$ cat config.mk
export PLATFORM = sky130hd
export DESIGN_NAME = writeback_arbiter_flat
export DESIGN_NICKNAME = d
export VERILOG_FILES = /design/src/rtl/writeback_arbiter_if.sv /design/src/rtl/writeback_arbiter.sv /design/src/flat_wrapper.sv
export SDC_FILE = /design/constraint.sdc
export NUM_CORES = 1
export LEC_CHECK = 0
export ABC_AREA = 1
export CAP_MARGIN = 40
export CORE_MARGIN = 2
export CORE_UTILIZATION = 43
export CTS_CLUSTER_DIAMETER = 80
export DETAILED_ROUTE_END_ITERATION = 12
export GPL_TIMING_DRIVEN = 0
export PLACE_DENSITY = 0.66
export SYNTH_ARGS = -nofsm -noshare
export SYNTH_HDL_FRONTEND = slang
export SYNTH_SLANG_ARGS = --single-unit
$ cat constraint.sdc
create_clock -name clockIn -period 10.7 [get_ports clockIn]
set_input_delay 2.14 -clock clockIn [delete_from_list [all_inputs] [get_ports clockIn]]
set_output_delay 2.14 -clock clockIn [all_outputs]
set_load 0.01 [all_outputs]
$ cat src/rtl/writeback_arbiter_if.sv
// Result-source and common-data-bus signals between the RS/LSB/ROB side and the writeback arbiter.
// The master drives results and the flush; the slave (the arbiter) drives accepts and the bus.
interface writeback_arbiter_if #(
    parameter int ROB_WIDTH = 4
);
    logic                 clear;
    logic                 rsValid;
    logic [ROB_WIDTH-1:0] rsRobIndex;
    logic [31:0]          rsValue;
    logic                 rsAccept;
    logic                 lsbValid;
    logic [ROB_WIDTH-1:0] lsbRobIndex;
    logic [31:0]          lsbValue;
    logic                 lsbAccept;
    logic                 cdbValid;
    logic [ROB_WIDTH-1:0] cdbRobIndex;
    logic [31:0]          cdbValue;
    logic                 cdbFromLsb;

    modport master (
        output clear, rsValid, rsRobIndex, rsValue, lsbValid, lsbRobIndex, lsbValue,
        input  rsAccept, lsbAccept, cdbValid, cdbRobIndex, cdbValue, cdbFromLsb
    );

    modport slave (
        input  clear, rsValid, rsRobIndex, rsValue, lsbValid, lsbRobIndex, lsbValue,
        output rsAccept, lsbAccept, cdbValid, cdbRobIndex, cdbValue, cdbFromLsb
    );
endinterface

$ cat src/rtl/writeback_arbiter.sv
// Two per-source result FIFOs (0 = reservation station, 1 = load/store buffer) drained
// round-robin, one entry per cycle, onto a registered common data bus.
module writeback_arbiter #(
    parameter int ROB_WIDTH = 4,
    parameter int BUF_WIDTH = 1
) (
    input  logic                 clockIn,
    input  logic                 resetIn,
    writeback_arbiter_if.slave   bus
);
    localparam int DEPTH = 1 << BUF_WIDTH;
    localparam logic [BUF_WIDTH:0] FULL = DEPTH[BUF_WIDTH:0];

    logic [1:0]           in_valid;
    logic [ROB_WIDTH-1:0] in_idx   [2];
    logic [31:0]          in_val   [2];
    logic [1:0]           accept;
    logic [1:0]           push;
    logic [1:0]           pop;
    logic [1:0]           not_empty;
    logic [ROB_WIDTH-1:0] head_idx [2];
    logic [31:0]          head_val [2];

    logic                 grant_lsb;
    logic                 cdb_valid_q, cdb_valid_d;
    logic [ROB_WIDTH-1:0] cdb_idx_q, cdb_idx_d;
    logic [31:0]          cdb_val_q, cdb_val_d;
    logic                 cdb_from_lsb_q, cdb_from_lsb_d;
    logic                 last_grant_lsb_q, last_grant_lsb_d;

    assign in_valid  = {bus.lsbValid, bus.rsValid};
    assign in_idx[0] = bus.rsRobIndex;
    assign in_idx[1] = bus.lsbRobIndex;
    assign in_val[0] = bus.rsValue;
    assign in_val[1] = bus.lsbValue;

    genvar gi;
    generate
        for (gi = 0; gi < 2; gi++) begin : g_fifo
            logic [BUF_WIDTH-1:0] wr_ptr_q, wr_ptr_d;
            logic [BUF_WIDTH-1:0] rd_ptr_q, rd_ptr_d;
            logic [BUF_WIDTH:0]   count_q, count_d;
            logic [ROB_WIDTH-1:0] idx_mem [DEPTH];
            logic [31:0]          val_mem [DEPTH];

            // Accept looks only at the registered count: a pop this cycle frees no slot yet.
            assign accept[gi]    = (count_q != FULL);
            assign not_empty[gi] = (count_q != '0);
            assign push[gi]      = in_valid[gi] & accept[gi];
            assign head_idx[gi]  = idx_mem[rd_ptr_q];
            assign head_val[gi]  = val_mem[rd_ptr_q];

            always_comb begin
                wr_ptr_d = wr_ptr_q;
                rd_ptr_d = rd_ptr_q;
                count_d  = count_q;
                if (bus.clear) begin
                    wr_ptr_d = '0;
                    rd_ptr_d = '0;
                    count_d  = '0;
                end else begin
                    if (push[gi]) wr_ptr_d = wr_ptr_q + 1'b1;
                    if (pop[gi])  rd_ptr_d = rd_ptr_q + 1'b1;
                    case ({push[gi], pop[gi]})
                        2'b10:   count_d = count_q + 1'b1;
                        2'b01:   count_d = count_q - 1'b1;
                        default: count_d = count_q;
                    endcase
                end
            end

            always_ff @(posedge clockIn) begin
                if (resetIn) begin
                    wr_ptr_q <= '0;
                    rd_ptr_q <= '0;
                    count_q  <= '0;
                end else begin
                    wr_ptr_q <= wr_ptr_d;
                    rd_ptr_q <= rd_ptr_d;
                    count_q  <= count_d;
                end
                if (!resetIn && !bus.clear && push[gi]) begin
                    idx_mem[wr_ptr_q] <= in_idx[gi];
                    val_mem[wr_ptr_q] <= in_val[gi];
                end
            end
        end
    endgenerate

    // On a tie the source that did not win last time is served.
    always_comb begin
        grant_lsb        = (&not_empty) ? ~last_grant_lsb_q : not_empty[1];
        pop              = '0;
        cdb_valid_d      = 1'b0;
        cdb_idx_d        = cdb_idx_q;
        cdb_val_d        = cdb_val_q;
        cdb_from_lsb_d   = cdb_from_lsb_q;
        last_grant_lsb_d = last_grant_lsb_q;
        if (!bus.clear && (|not_empty)) begin
            pop              = grant_lsb ? 2'b10 : 2'b01;
            cdb_valid_d      = 1'b1;
            cdb_idx_d        = grant_lsb ? head_idx[1] : head_idx[0];
            cdb_val_d        = grant_lsb ? head_val[1] : head_val[0];
            cdb_from_lsb_d   = grant_lsb;
            last_grant_lsb_d = grant_lsb;
        end
    end

    always_ff @(posedge clockIn) begin
        if (resetIn) begin
            cdb_valid_q      <= 1'b0;
            cdb_idx_q        <= '0;
            cdb_val_q        <= '0;
            cdb_from_lsb_q   <= 1'b0;
            last_grant_lsb_q <= 1'b1;
        end else begin
            cdb_valid_q      <= cdb_valid_d;
            cdb_idx_q        <= cdb_idx_d;
            cdb_val_q        <= cdb_val_d;
            cdb_from_lsb_q   <= cdb_from_lsb_d;
            last_grant_lsb_q <= last_grant_lsb_d;
        end
    end

    assign bus.rsAccept    = accept[0];
    assign bus.lsbAccept   = accept[1];
    assign bus.cdbValid    = cdb_valid_q;
    assign bus.cdbRobIndex = cdb_idx_q;
    assign bus.cdbValue    = cdb_val_q;
    assign bus.cdbFromLsb  = cdb_from_lsb_q;
endmodule

$ cat src/flat_wrapper.sv
// flat-port wrapper written by rule: the top's interface ports become plain ports
module writeback_arbiter_flat 
#(
    parameter int ROB_WIDTH = 4,
    parameter int BUF_WIDTH = 1
)
  (clockIn, resetIn, bus_clear, bus_rsValid, bus_rsRobIndex, bus_rsValue, bus_lsbValid, bus_lsbRobIndex, bus_lsbValue, bus_rsAccept, bus_lsbAccept, bus_cdbValid, bus_cdbRobIndex, bus_cdbValue, bus_cdbFromLsb);
  writeback_arbiter_if #(.ROB_WIDTH(ROB_WIDTH)) bus_i ();
  input  logic clockIn;
  input  logic resetIn;
  input wire logic [$bits(bus_i.clear)-1:0] bus_clear;
  input wire logic [$bits(bus_i.rsValid)-1:0] bus_rsValid;
  input wire logic [$bits(bus_i.rsRobIndex)-1:0] bus_rsRobIndex;
  input wire logic [$bits(bus_i.rsValue)-1:0] bus_rsValue;
  input wire logic [$bits(bus_i.lsbValid)-1:0] bus_lsbValid;
  input wire logic [$bits(bus_i.lsbRobIndex)-1:0] bus_lsbRobIndex;
  input wire logic [$bits(bus_i.lsbValue)-1:0] bus_lsbValue;
  output wire logic [$bits(bus_i.rsAccept)-1:0] bus_rsAccept;
  output wire logic [$bits(bus_i.lsbAccept)-1:0] bus_lsbAccept;
  output wire logic [$bits(bus_i.cdbValid)-1:0] bus_cdbValid;
  output wire logic [$bits(bus_i.cdbRobIndex)-1:0] bus_cdbRobIndex;
  output wire logic [$bits(bus_i.cdbValue)-1:0] bus_cdbValue;
  output wire logic [$bits(bus_i.cdbFromLsb)-1:0] bus_cdbFromLsb;
  assign bus_i.clear = bus_clear;
  assign bus_i.rsValid = bus_rsValid;
  assign bus_i.rsRobIndex = bus_rsRobIndex;
  assign bus_i.rsValue = bus_rsValue;
  assign bus_i.lsbValid = bus_lsbValid;
  assign bus_i.lsbRobIndex = bus_lsbRobIndex;
  assign bus_i.lsbValue = bus_lsbValue;
  assign bus_rsAccept = bus_i.rsAccept;
  assign bus_lsbAccept = bus_i.lsbAccept;
  assign bus_cdbValid = bus_i.cdbValid;
  assign bus_cdbRobIndex = bus_i.cdbRobIndex;
  assign bus_cdbValue = bus_i.cdbValue;
  assign bus_cdbFromLsb = bus_i.cdbFromLsb;
  writeback_arbiter #(.ROB_WIDTH(ROB_WIDTH), .BUF_WIDTH(BUF_WIDTH)) u_core (.clockIn(clockIn), .resetIn(resetIn), .bus(bus_i));
endmodule
### After elaboration in Yosys (flattened, before gate mapping)

Memories as Yosys holds them, arrays and structs flattened. A register that Yosys moved wholly into a read port is not among the register bits.
Cells that the tools add are included.

| storage, ports and cells | value |
|---|---|
| register bits | 47 |
| bits in latches | 0 |
| memory bits (writable) | 144 |
| memory bits (read-only) | 0 |
| input port bits | 77 |
| output and inout port bits | 40 |
| memories | 4 |

| cells by class | value |
|---|---|
| add/subtract/negate cells | 8 |
| multipliers | 0 |
| divide/modulo/power cells | 0 |
| magnitude comparators | 0 |
| eq/ne operators | 6 |
| shift-type cells | 0 |
| mux-type cells | 20 |
| bitwise gates (word level) | 3 |
| reduce and logical (&&, ||, !) cells | 13 |

Memories:

| name | depth | width | rd ports | clocked after memory_dff | write ports | RTL line | RTL |
|---|---|---|---|---|---|---|---|
| u_core.g_fifo[0].val_mem | 2 | 32 | 1 | 1 | 1 | writeback_arbiter.sv:44 | `logic [31:0] val_mem [DEPTH];` |
| u_core.g_fifo[1].val_mem | 2 | 32 | 1 | 1 | 1 | writeback_arbiter.sv:44 |  |
| u_core.g_fifo[0].idx_mem | 2 | 4 | 1 | 1 | 1 | writeback_arbiter.sv:43 | `logic [ROB_WIDTH-1:0] idx_mem [DEPTH];` |
| u_core.g_fifo[1].idx_mem | 2 | 4 | 1 | 1 | 1 | writeback_arbiter.sv:43 |  |

Operators with widths:

| cell | count |
|---|---|
| 32-bit 2-to-1 mux | 1 |
| 1-bit 2-to-1 mux | 14 |
| 2-bit case mux with 2 select lines | 2 |
| 2-bit nonzero test | 4 |
| 1-bit adder, second input constant | 4 |
| 2-bit by 1-bit adder with 2-bit output, second input constant | 2 |
| 2-bit by 1-bit == test with 1-bit output, second input constant | 2 |
| 2-bit == test, second input constant | 2 |
| 1-bit logical AND | 4 |
| 2-bit 2-to-1 mux | 2 |
| 4-bit 2-to-1 mux | 1 |
| 2-bit inequality test, second input constant | 2 |
| 2-bit OR reduction | 2 |
| 2-bit by 1-bit subtractor with 2-bit output, second input constant | 2 |
| 1-bit bitwise AND | 2 |
| 1-bit zero test | 2 |
| 2-bit AND reduction | 1 |
| 1-bit NOT | 1 |

### Logic depth before layout (Yosys ltp)

Gate-level depths: netlist of the first run.

| logic depth | value |
|---|---|
| depth in word-level cells | 7 |
| gate-level depth with buffers | 12 |
| mapped depth without buffers | 11 |

### Worst setup path before layout of the first run

OpenSTA, ideal clock, no wires.

| timing | value |
|---|---|
| kind | input port to flip-flop |
| start | input port bus_clear |
| end | memory u_core.g_fifo[1].idx_mem[1][0], enable pin |
| library setup time | 474 ps |
| arrival time | 5035 ps |
| data required time | 10226 ps |
| path slack | 5191 ps |
| cell stages on the path | 3 |
| cells stage by stage | nor2_1 inv_1 nor3_1 |

| between the ends | value |
|---|---|
| word-level cells in the longest chain between the ends | 5 |

Ends and longest elaborated chain:

| element | RTL line | RTL |
|---|---|---|
| from (decl) | flat_wrapper.sv:11 | `input wire logic [$bits(bus_i.clear)-1:0] bus_clear;` |
| 1-bit zero test | writeback_arbiter.sv:82 | `if (!resetIn && !bus.clear && push[gi]) begin` |
| 1-bit logical AND (2 in series) | writeback_arbiter.sv:82 |  |
| 1-bit 2-to-1 mux | writeback_arbiter.sv:82 |  |
| 1-bit 2-to-1 mux (not written as such) | writeback_arbiter.sv:83 | `idx_mem[wr_ptr_q] <= in_idx[gi];` |
| to (decl) | writeback_arbiter.sv:43 |  |

Every way passes these cells.

### Worst setup path after layout of the first run

| timing | value |
|---|---|
| start | input port resetIn |
| end | memory u_core.g_fifo[0].val_mem[1][14], enable pin |

| between the ends | value |
|---|---|
| word-level cells in the longest chain between the ends | 5 |

Ends and longest elaborated chain:

| element | RTL line | RTL |
|---|---|---|
| from (decl) | flat_wrapper.sv:10 | `input logic resetIn;` |
| 1-bit zero test | writeback_arbiter.sv:82 |  |
| 1-bit logical AND (2 in series) | writeback_arbiter.sv:82 |  |
| 1-bit 2-to-1 mux | writeback_arbiter.sv:82 |  |
| 1-bit 2-to-1 mux (not written as such) | writeback_arbiter.sv:84 | `val_mem[wr_ptr_q] <= in_val[gi];` |
| to (decl) | writeback_arbiter.sv:44 |  |

Every way passes these cells.

==> metrics.csv, run 1 <==
metric;value;unit
timing_worst_setup_path_type;in2reg;
min_period_over_period;39.9;%
power.share.switching;22.6;%
postCtsSetupRepairBufs;0;
irDropWorstVdd;0.123;mV
clock_transition_at_the_registers_of_the_reported_paths;0.06;ns
initialDrtViolationCount;375;
cp-start-kind;input pin;
rsz_0062_raised_after_global_routing;no;
setup_viol;0;
areaGrowthSynthToFinish;28.4;%
drive_above_1_share;8.71;%
firstDrtPassIters;4;
switchingPower;0.363;mW
rows;48;
min-delay-path-class;reg2reg;
power.share.clock;38.1;%
drt.antenna.violating_nets;0;
synth_sequential_area_ratio;70.2;%
hpwl_reported_at_the_end_of_detailed_placement;11800;um
sequentialPowerShare;52.0;%
mappedNetlistNets;805;
grt_remaining_overflow;0;
clkLatencyLatePin;0.43;ns
floorplan.initialDensity;43.9;%
path_max_fanout;9;
first_global_vias;5076;
antenna_found_initial;0;
tightest_slew;0.780;ns
grt_start_max_net_pins;27;
netlist_area;7560;um2
finalWeightedCongestion;0.778;
final_antenna_diode_count;0;
cts-hold-fix-buffers;0;
synth.distinct_cells;23;
clock_buffers_created_by_tritoncts;17;
post_cts_resized;0;
run_status;finished clean;
synth-seq-cells;193;
die_area;18700;um2
pwr-share-comb;9.9;%
yosys_warnings;0;
ctsRootBufferMaster;clkbuf_16;
portBuffers;116;
clock-skew-final;0.0110;ns
count_of_non_filler_cells_in_the_finished_layout;1109;
max_freq;234;MHz
cellInternalPower;1.24;mW
placed_cells;1077;
ios;117;
vias_per_cell;4.82;
p_leak;3.74;nW
placeableCoreArea;17200;um2
cp.arrival;4.41;ns
hold_violations;0;
design.final.nets;950;
die_w;137;um
cap_violations;0;
routed_wire_length_per_instance;15.4;um
worst_setup_path_end_kind;register;
syn-mean-instance-area;10.4;um2
n_fill_cell;1481;
clock_sinks;193;
grt_first_pass_wirelength;26500;um
cts_tree;built;
clockBufferDepth;2;
cp.required;10.84;ns
pwr_density_cell;165;nW/um2
worst_slew_margin_relative_to_its_limit;47.7;%
detailroute.via_count;5341;
routed_wl;17100;um
grt_util_all_layers;19.3;%
drc;0;
slew_violations;0;
post_synth_inst_count;726;
period_minus_slack;4.27;ns
htree_num_levels;4;
die_h;137;um
setup-tns-final;0;ns
==> flip-flops by register name (all words and copies together), names as in the netlist, named ones only <==
signal and flops:
u_core.g_fifo.wr_ptr_q 2, u_core.g_fifo.val_mem 128, u_core.bus.cdbFromLsb 1, u_core.g_fifo.idx_mem 16
u_core.bus.cdbRobIndex 4, u_core.bus.cdbValid 1, u_core.last_grant_lsb_q 1, u_core.bus.cdbValue 32
u_core.g_fifo.count_q 4, u_core.g_fifo.rd_ptr_q 2
==> power groups by stage <==
stage | sequential (mW) | clock (mW) | combinational (mW)
5_1_grt | 0.837 | 0.646 | 0.178
4_1_cts | 0.835 | 0.619 | 0.162
3_5_place_dp | 0.851 | 0 | 0.161
3_3_place_gp | 0.852 | 0 | 0.155
2_1_floorplan | 0.855 | 0 | 0.0748
6_report | 0.835 | 0.612 | 0.160
==> worst max-delay path: stages <==
cell and delay [ns]:
clkdlybuf4s50_1 0.47, nor2_1 0.33, inv_1 0.27, nor3_2 0.69, buf_4 0.31, buf_4 0.19
==> layout make-up <==
| class | count | area [um2] | area share [%] |
|---|---|---|---|
| Sequential cell | 193 | 5310 | 54.6 |
| Multi-Input combinational cell | 446 | 1910 | 19.7 |
| Timing Repair Buffer | 126 | 1270 | 13.1 |
| Clock buffer | 23 | 489 | 5.04 |
| Tap cell | 225 | 282 | 2.90 |
| Inverter | 50 | 188 | 1.93 |
| Buffer | 37 | 183 | 1.88 |
| Clock inverter | 9 | 82.6 | 0.850 |
==> synth_stat cells <==
| cell type | number | share of area (%) |
|---|---|---|
| o21ai_0 | 39 | 2.6 |
| inv_1 | 46 | 2.3 |
| dfxtp_1 | 49 | 13 |
| edfxtp_1 | 144 | 57 |
| nor2_2 | 1 | 0.083 |
| o21ai_1 | 1 | 0.066 |
| ha_1 | 2 | 0.33 |
| a21oi_1 | 46 | 3.0 |
| buf_4 | 2 | 0.20 |
| nand2_2 | 2 | 0.17 |
| or2_2 | 1 | 0.083 |
| xor2_1 | 2 | 0.23 |
| o21ai_4 | 1 | 0.22 |
| inv_2 | 3 | 0.15 |
| clkinv_1 | 1 | 0.050 |
| nand2_1 | 300 | 15 |
| nor2_1 | 9 | 0.45 |
| buf_2 | 23 | 1.5 |
| nor3_1 | 3 | 0.20 |
| buf_6 | 1 | 0.15 |
| nand3_1 | 38 | 2.5 |
| and3_1 | 1 | 0.083 |
| clkbuf_1 | 11 | 0.55 |
==> cells in the final DEF, fill, tap and decap left out, drive strengths merged, types with 10 or more instances in the layout <==
| cell | instances |
|---|---|
| nand2 | 302 |
| edfxtp | 144 |
| clkdlybuf4s50 | 116 |
| inv | 50 |
| dfxtp | 49 |
| a21oi | 46 |
| o21ai | 41 |
| nand3 | 38 |
| buf | 36 |
| clkbuf | 34 |
| nor2 | 10 |
==> per-stage QoR <==
stage	util [%]	total power [mW]	cell area, um2	setup slack, ns	hold WS (ns)
floorplan	-	0.929	7560	5.19	0.440
global placement	52.2	1.01	9000	2.64	0.449
detailed placement	53.0	1.01	9140	5.98	0.457
CTS	56.3	1.62	9710	6.42	0.466
global route	56.3	1.66	9710	6.23	0.479
finish	56.3	1.61	9710	6.43	0.462
==> cell families (layout without fill, tap and decap cells) <==
| logic type | after synthesis | after routing | synth area share (%) |
|---|---|---|---|
| flip-flops | 193 | 193 | 70.2 |
| adder cells (fa/ha/maj) | 2 | 2 | 0.331 |
| AND/OR/NAND/NOR | 355 | 355 | 18.5 |
| AO/OA/AOI/OAI | 87 | 87 | 5.91 |
| buffers and inverters | 87 | 245 | 4.90 |
| XOR/XNOR | 2 | 2 | 0.232 |
==> routing by layer <==
layer	global-route usage (%)	up-vias	wire [um]
met2	30.4	142	7950
met4	7.52	0	329
met3	5.22	24	1010
met5	0	-	0
li1	-	2683	-
met1	25.6	2492	7800
==> path summary, 6_finish.rpt <==
check                                                        to                   startpoint  slack [ns]  depth (start not counted)
worst max-delay path            u_core.g_fifo[0].val_mem[1][14]                      resetIn        6.43                          6
worst min-delay path                  u_core.g_fifo[0].wr_ptr_q    u_core.g_fifo[0].wr_ptr_q        0.46                          2
worst max register to register  u_core.g_fifo[0].val_mem[1][14]  u_core.g_fifo[0].count_q[0]        8.53                          7
worst min register to register        u_core.g_fifo[0].wr_ptr_q    u_core.g_fifo[0].wr_ptr_q        0.46                          2
No activity file was read; power rests on OpenSTA's default activity.
==> run 2: changes to the inputs <==
==> constraint.sdc (replaced) <==
create_clock -name clockIn -period 4 [get_ports clockIn]
set_input_delay 0.8 -clock clockIn [delete_from_list [all_inputs] [get_ports clockIn]]
set_output_delay 0.8 -clock clockIn [all_outputs]
set_load 0.01 [all_outputs]
==> results of run 2 <==
Same layout as run 1 (identical final DEF). Status: finished clean.
Among the figures that moved: setup slack after placement 5.98 ns -> 0.615 ns; setup slack after layout 6.43 ns -> 1.07 ns; register-to-register setup slack 8.53 ns -> 1.83 ns; total power 1.61 mW -> 4.30 mW; worst IR drop on VDD 0.123 mV -> 0.328 mV
